File: config.mk
export PLATFORM = sky130hd
export DESIGN_NAME = inst_fetch_flat
export DESIGN_NICKNAME = d
export VERILOG_FILES = /design/src/rtl/inst_fetch_if.sv /design/src/rtl/inst_fetch.sv /design/src/flat_wrapper.sv
export SDC_FILE = /design/constraint.sdc
export NUM_CORES = 1
export LEC_CHECK = 0
export ABC_CLOCK_PERIOD_IN_PS = 5500
export BUFFER_PORTS_ARGS = -buffer_cell sky130_fd_sc_hd__buf_2
export CORE_UTILIZATION = 45
export DETAILED_ROUTE_END_ITERATION = 12
export GPL_TIMING_DRIVEN = 0
export PLACE_DENSITY = 0.74
export RECOVER_POWER = 25
export SKIP_CTS_REPAIR_TIMING = 1
export SLEW_MARGIN = 15
export SYNTH_ARGS = -nofsm -noshare
export SYNTH_HDL_FRONTEND = slang
export SYNTH_SLANG_ARGS = --single-unit
File: constraint.sdc
create_clock -name clk -period 5.5 [get_ports clk]
set_input_delay 0.825 -clock clk [delete_from_list [all_inputs] [get_ports clk]]
set_output_delay 0.825 -clock clk [all_outputs]
set_load 0.02 [all_outputs]
File: src/rtl/inst_fetch_if.sv
// Fetch-stage bundle: instruction-memory request/response, redirect input and the
// valid/ready instruction output towards decode.
interface inst_fetch_if;
  logic        imem_req;
  logic [31:0] imem_addr;
  logic        imem_rvalid;
  logic [31:0] imem_rdata;
  logic        redirect_valid;
  logic [31:0] redirect_pc;
  logic        inst_valid;
  logic        inst_ready;
  logic [31:0] inst;
  logic [31:0] inst_pc;
  logic [31:0] pc_plus4;

  modport master (
    output imem_req, imem_addr, inst_valid, inst, inst_pc, pc_plus4,
    input  imem_rvalid, imem_rdata, redirect_valid, redirect_pc, inst_ready
  );

  modport slave (
    input  imem_req, imem_addr, inst_valid, inst, inst_pc, pc_plus4,
    output imem_rvalid, imem_rdata, redirect_valid, redirect_pc, inst_ready
  );
endinterface

File: src/rtl/inst_fetch.sv
// MIPS fetch stage: one outstanding imem request, inst_valid L+1 cycles after imem_req.
// Holds the instruction stable until inst_ready; redirects squash in-flight or held words.
module inst_fetch #(
  parameter logic [31:0] RESET_PC = 32'h0000_0000
) (
  input  logic         clk,
  input  logic         resetn,
  inst_fetch_if.master bus
);

  typedef enum logic [1:0] {IDLE, REQ, WAIT, HOLD} state_e;

  state_e      state_q, state_d;
  logic [31:0] pc_q, pc_d;
  logic        kill_q, kill_d;
  logic [31:0] inst_r_q, inst_r_d;
  logic [31:0] inst_pc_r_q, inst_pc_r_d;
  logic [31:0] redirect_tgt;
  logic        unused_pc_lsbs;

  assign redirect_tgt   = {bus.redirect_pc[31:2], 2'b00};
  assign unused_pc_lsbs = ^bus.redirect_pc[1:0];

  always_ff @(posedge clk) begin
    if (!resetn) begin
      state_q     <= IDLE;
      pc_q        <= RESET_PC;
      kill_q      <= 1'b0;
      inst_r_q    <= 32'h0;
      inst_pc_r_q <= 32'h0;
    end else begin
      state_q     <= state_d;
      pc_q        <= pc_d;
      kill_q      <= kill_d;
      inst_r_q    <= inst_r_d;
      inst_pc_r_q <= inst_pc_r_d;
    end
  end

  always_comb begin
    state_d     = state_q;
    pc_d        = pc_q;
    kill_d      = kill_q;
    inst_r_d    = inst_r_q;
    inst_pc_r_d = inst_pc_r_q;
    unique case (state_q)
      IDLE: begin
        state_d = REQ;
        if (bus.redirect_valid) pc_d = redirect_tgt;
      end
      REQ: begin
        state_d = WAIT;
        if (bus.redirect_valid) begin
          pc_d   = redirect_tgt;
          kill_d = 1'b1;
        end
      end
      WAIT: begin
        if (bus.imem_rvalid) begin
          // A response is dropped if it was squashed earlier or is squashed right now.
          if (kill_q || bus.redirect_valid) begin
            kill_d  = 1'b0;
            state_d = REQ;
          end else begin
            inst_r_d    = bus.imem_rdata;
            inst_pc_r_d = pc_q;
            state_d     = HOLD;
          end
        end else if (bus.redirect_valid) begin
          kill_d = 1'b1;
        end
        if (bus.redirect_valid) pc_d = redirect_tgt;
      end
      HOLD: begin
        if (bus.inst_ready) begin
          state_d = REQ;
          pc_d    = bus.redirect_valid ? redirect_tgt : pc_q + 32'd4;
        end else if (bus.redirect_valid) begin
          state_d = REQ;
          pc_d    = redirect_tgt;
        end
      end
      default: state_d = IDLE;
    endcase
  end

  assign bus.imem_req   = (state_q == REQ);
  assign bus.imem_addr  = pc_q;
  assign bus.inst_valid = (state_q == HOLD);
  assign bus.inst       = inst_r_q;
  assign bus.inst_pc    = inst_pc_r_q;
  assign bus.pc_plus4   = inst_pc_r_q + 32'd4;

endmodule

File: src/flat_wrapper.sv
// flat-port wrapper written by rule: the top's interface ports become plain ports
module inst_fetch_flat 
#(
  parameter logic [31:0] RESET_PC = 32'h0000_0000
)
  (clk, resetn, bus_imem_req, bus_imem_addr, bus_inst_valid, bus_inst, bus_inst_pc, bus_pc_plus4, bus_imem_rvalid, bus_imem_rdata, bus_redirect_valid, bus_redirect_pc, bus_inst_ready);
  inst_fetch_if bus_i ();
  input  logic clk;
  input  logic resetn;
  output wire logic [$bits(bus_i.imem_req)-1:0] bus_imem_req;
  output wire logic [$bits(bus_i.imem_addr)-1:0] bus_imem_addr;
  output wire logic [$bits(bus_i.inst_valid)-1:0] bus_inst_valid;
  output wire logic [$bits(bus_i.inst)-1:0] bus_inst;
  output wire logic [$bits(bus_i.inst_pc)-1:0] bus_inst_pc;
  output wire logic [$bits(bus_i.pc_plus4)-1:0] bus_pc_plus4;
  input wire logic [$bits(bus_i.imem_rvalid)-1:0] bus_imem_rvalid;
  input wire logic [$bits(bus_i.imem_rdata)-1:0] bus_imem_rdata;
  input wire logic [$bits(bus_i.redirect_valid)-1:0] bus_redirect_valid;
  input wire logic [$bits(bus_i.redirect_pc)-1:0] bus_redirect_pc;
  input wire logic [$bits(bus_i.inst_ready)-1:0] bus_inst_ready;
  assign bus_imem_req = bus_i.imem_req;
  assign bus_imem_addr = bus_i.imem_addr;
  assign bus_inst_valid = bus_i.inst_valid;
  assign bus_inst = bus_i.inst;
  assign bus_inst_pc = bus_i.inst_pc;
  assign bus_pc_plus4 = bus_i.pc_plus4;
  assign bus_i.imem_rvalid = bus_imem_rvalid;
  assign bus_i.imem_rdata = bus_imem_rdata;
  assign bus_i.redirect_valid = bus_redirect_valid;
  assign bus_i.redirect_pc = bus_redirect_pc;
  assign bus_i.inst_ready = bus_inst_ready;
  inst_fetch #(.RESET_PC(RESET_PC)) u_core (.clk(clk), .resetn(resetn), .bus(bus_i));
endmodule
* Word level (Yosys, flattened, before mapping) *
Cells that the tools add are included.

storage, ports and cells
  bits in registers = 99
  bits of input ports = 69
  output and inout bits = 130
  word-level logic and storage cells = 34

cells by class
  add/subtract/negate cells = 2
  equal/unequal tests = 6
  multiplexer cells = 13
  bitwise logic cells = 1
  reductions and logical operators = 7

operator list
  cell                                                                      number
  32-bit two-way mux                                                        3
  32-bit by 3-bit adder with 32-bit output (second input constant)          2
  32-bit case mux with 2 select lines                                       1
  2-bit two-way mux                                                         4
  2-bit case mux with 4 select lines                                        1
  2-bit == test (second input constant)                                     2
  2-bit AND reduction                                                       2
  1-bit two-way mux                                                         3
  3-bit by 1-bit inequality test with 1-bit output (second input constant)  1
  3-bit by 2-bit inequality test with 1-bit output (second input constant)  1
  3-bit AND reduction                                                       1
  3-bit OR reduction                                                        1
  2-bit by 1-bit == test with 1-bit output (second input constant)          1
  2-bit logical NOT                                                         1
  2-bit inequality test (second input constant)                             1
  1-bit case mux with 2 select lines                                        1
  2-bit nonzero test                                                        1
  1-bit logical OR                                                          1
  1-bit inverter                                                            1

* Longest topological paths before layout *
  depth in word-level cells = 4
  depth in mapped cells = 7
  mapped depth without buffers = 6

* Worst setup path before layout *
No wires, ideal clock.

  path kind = register to output
  from = register u_core.inst_pc_r_q[9] (netlist: u_core.bus.inst_pc[9])
  to = output port bus_pc_plus4[19]
  data arrival time = 2.095 ns
  required time = 4.675 ns
  path slack = 2.580 ns
  cell stages (with the launch flop) = 5
  path buffers = 0
  path through = dfxtp_1 > nand4_1 > nor4_1 > nand4_1 > xnor2_1

on the way
  longest elaborated chain between the ends = 1

ends and longest elaborated chain
  what                                      RTL line            source
  start: declaration                        inst_fetch.sv:17    logic [31:0] inst_pc_r_q, inst_pc_r_d;
  start signal: assignment                  inst_fetch.sv:36    inst_pc_r_q <= inst_pc_r_d;
  32-bit by 3-bit adder with 32-bit output  inst_fetch.sv:92    assign bus.pc_plus4 = inst_pc_r_q + 32'd4;
  end: declaration                          flat_wrapper.sv:15  output wire logic [$bits(bus_i.pc_plus4)-1:0] bus_pc_plus4;

Every way passes these cells.

* Final worst setup path *
  from = register u_core.inst_pc_r_q[2] (netlist: u_core.bus.inst_pc[2])
  to = output port bus_pc_plus4[26]

Same word-level chain as after synthesis.

==> impl_metrics.ini <==
[drt]
ant_nets = 0
drt_wl_total_mm = 14.3
drt_iter0_markers = 268
avgViaCountPerCell = 5.32
dr_total_vias = 4976
drc = 0
wl_per_cell_um = 15.3
drtPass1Iterations = 5

[cts]
cts_buffer_depth = 2
cts-htree-levels = 3
path_clk_slew_ns = 0.10
clock_latency_ns = 0.36
cts.sinks = 99
cts_tree = yes
cts_buffers = 9
root_buffer = clkbuf_8

[cells_and_area]
final_nets = 870
area_delta_synth_final_pct = 27.5
postLayoutCoreUtil_pct = 59.1
layout-drive-gt1-share_pct = 21.3
n_antenna_cell = 0

[sta]
hold_viol_final = 0
tightest_slew_ns = 0.854
fmax_ghz = 0.300
finalSetupViolCount = 0
skew_ns = 0.0121
finalSetupTns_ns = 0
whs_ns = 0.471
slew_viol_final = 0
rsz0062_at_grt = false
fin_ws_ns = 2.17
period_share_pct = 60.6
min_period_ns = 3.33
maxSlewHeadroom_pct = 42.7

[placement]
place.port_buffers = 195
pre_cts_slack_ns = 2.54
hpwl_mm = 10.9
gp_congestion = 0.854

[synth]
synth_top_area_cell = dfxtp_1
synthTopCellsByArea = dfxtp_1 42%, nand2_1 12%, a21boi_0 10%
synthCells = 589
synth_top_area_share_pct = 41.6
synthFlopType = dfxtp_1
muxShareOfSynthArea_pct = 0.210
synthXorXnorAreaFrac_pct = 6.61
yosys_warnings = 0
netlist_area_mm2 = 0.00477
seq_area_frac_synth_pct = 41.6
syn_area_per_cell_um2 = 8.09
synth_fp_nets = 664
synth_simple_gate_area_share_pct = 25.1
synth.distinct_cells = 39
synth.most_common_cell = nand2_1
synth_adder_area_share_pct = 1.57
synth_compound_area_share_pct = 20.6
yosys-top-cells-count = 148 x nand2_1, 99 x dfxtp_1, 64 x a21boi_0, 35 x clkbuf_1, 33 x o21ai_0
ys_ff_latch = 99
synth_edf_count = 0
synth_top_family_by_area = simple AND/OR/NAND/NOR gates
async_flop_share_pct = 0

[worst_setup_path]
critical_path_required_ns = 4.68
critPathSlowestCell = nor4_2
critical_path_buf_inv_count = 1
path_cells = ha_1, nand3_1, nor4_2, nand4_1, xnor2_1, buf_2
critical_path.top_delay_family = simple AND/OR/NAND/NOR gates
slowest_delay_ns = 0.69
endpoint_kind = output port
critPathMaxFanout = 8
r2r_setup_slack_ns = 3.07
worstSetupPathType = reg2out
cp.arrival_ns = 2.51
start_kind = register

[hold_path]
hp-class = reg2reg

[floorplanning]
ios = 199
rows = 37
die_area_mm2 = 0.0110
core-area_mm2 = 0.0103
die_x_um = 105
dieHeight_um = 105
initial_core_util_pct = 46.4

[grt]
overflow = 0
grt_pass1_vias = 4698
grt_pass1_wl_mm = 22.8
grt_max_degree = 17
grt.total_usage_pct = 25.7
antenna_found_initial = 0

[pwr]
vdd_drop_max_mv = 0.136
cellPowerDensity_mw_per_mm2 = 234
p_leak_uw = 0.00235
total_power_uw = 1420

[run]
maxCapViolations = 0

[run_status]
status = finished, final reports clean
-- registers in the layout, summed over array words and instances, names as in the netlist --
signal                count
u_core.bus.imem_addr     32
u_core.bus.inst          32
u_core.bus.inst_pc       32
u_core.kill_q             1
u_core.state_q            2
-- tightest hold or removal path, delay by kind of cell (launching register included) --
kind,cells,cell delay (ns)
DFF,1,0.32
AOI/OAI and AO/OA,1,0.06
and+or+nand+nor,1,0.05
-- layout make-up --
class	count	area, µm²
flip-flops and latches	99	1980
multi-input cells	440	2590
fillers	1008	4200
clock inverters	6	90.1
clock buffers	10	128
well taps	136	170
repair buffers	195	910
inverters	10	37.5
plain buffers	40	168
-- cell usage in the layout (no fill, tap or decap), types with 2 or more instances in the layout --
cell type,instances
dfxtp_1,99
ha_1,6
nand4_1,16
o211a_1,4
and4_1,8
clkinv_4,2
and2_1,3
nor4_2,2
buf_4,2
buf_2,144
nor3_1,6
o31ai_1,13
nand2b_1,2
bufinv_16,2
o21a_1,3
clkbuf_1,89
xor2_1,9
nand2_1,148
a21oi_1,8
xnor2_1,27
a31oi_1,19
clkbuf_8,9
inv_1,10
nand3_1,21
and3_1,5
nor2_1,10
or4_1,14
a21boi_0,64
o21ai_0,33
or3_1,6
or2_2,2
-- metrics by stage --
stage,instances,instance area (µm²)
after floorplan,589,4770
after global placement,920,5910
after detailed placement,920,5920
after CTS,936,6140
after global routing,936,6080
final,936,6080
-- logic make-up (layout without fill, tap and decap cells) --
family                   after synthesis  in the layout
XOR/XNOR                              36             36
AO/OA/AOI/OAI                        146            146
adder cells (fa/ha/maj)                6              6
buffers and inverters                 50            261
AND/OR/NAND/NOR                      251            251
multiplexers                           1              1
flip-flops                            99             99
-- metal layers --
metal / GRT usage, % / part of all wire [%]
met1: 32.7 / 44
met2: 44.8 / 48
met3: 3.31 / 6.2
met4: 8.45 / 1.4
met5: 0 / 0
-- power by group --
part | internal (µW) | switching [µW] | total (µW)
clock | 258 | 255 | 513
sequential | 736 | 31.7 | 768
combinational | 58.0 | 82.0 | 140
-- worst paths after layout --
check                                            from                        to  cells past startpoint
worst max-delay path            u_core.bus.inst_pc[2]          bus_pc_plus4[26]                      6
worst max register to register      u_core.state_q[0]  u_core.bus.imem_addr[26]                      7
worst min register to register    u_core.bus.inst[30]       u_core.bus.inst[30]                      2
worst min-delay path              u_core.bus.inst[30]       u_core.bus.inst[30]                      2
Note: power is estimated with default switching activity, not from simulation.
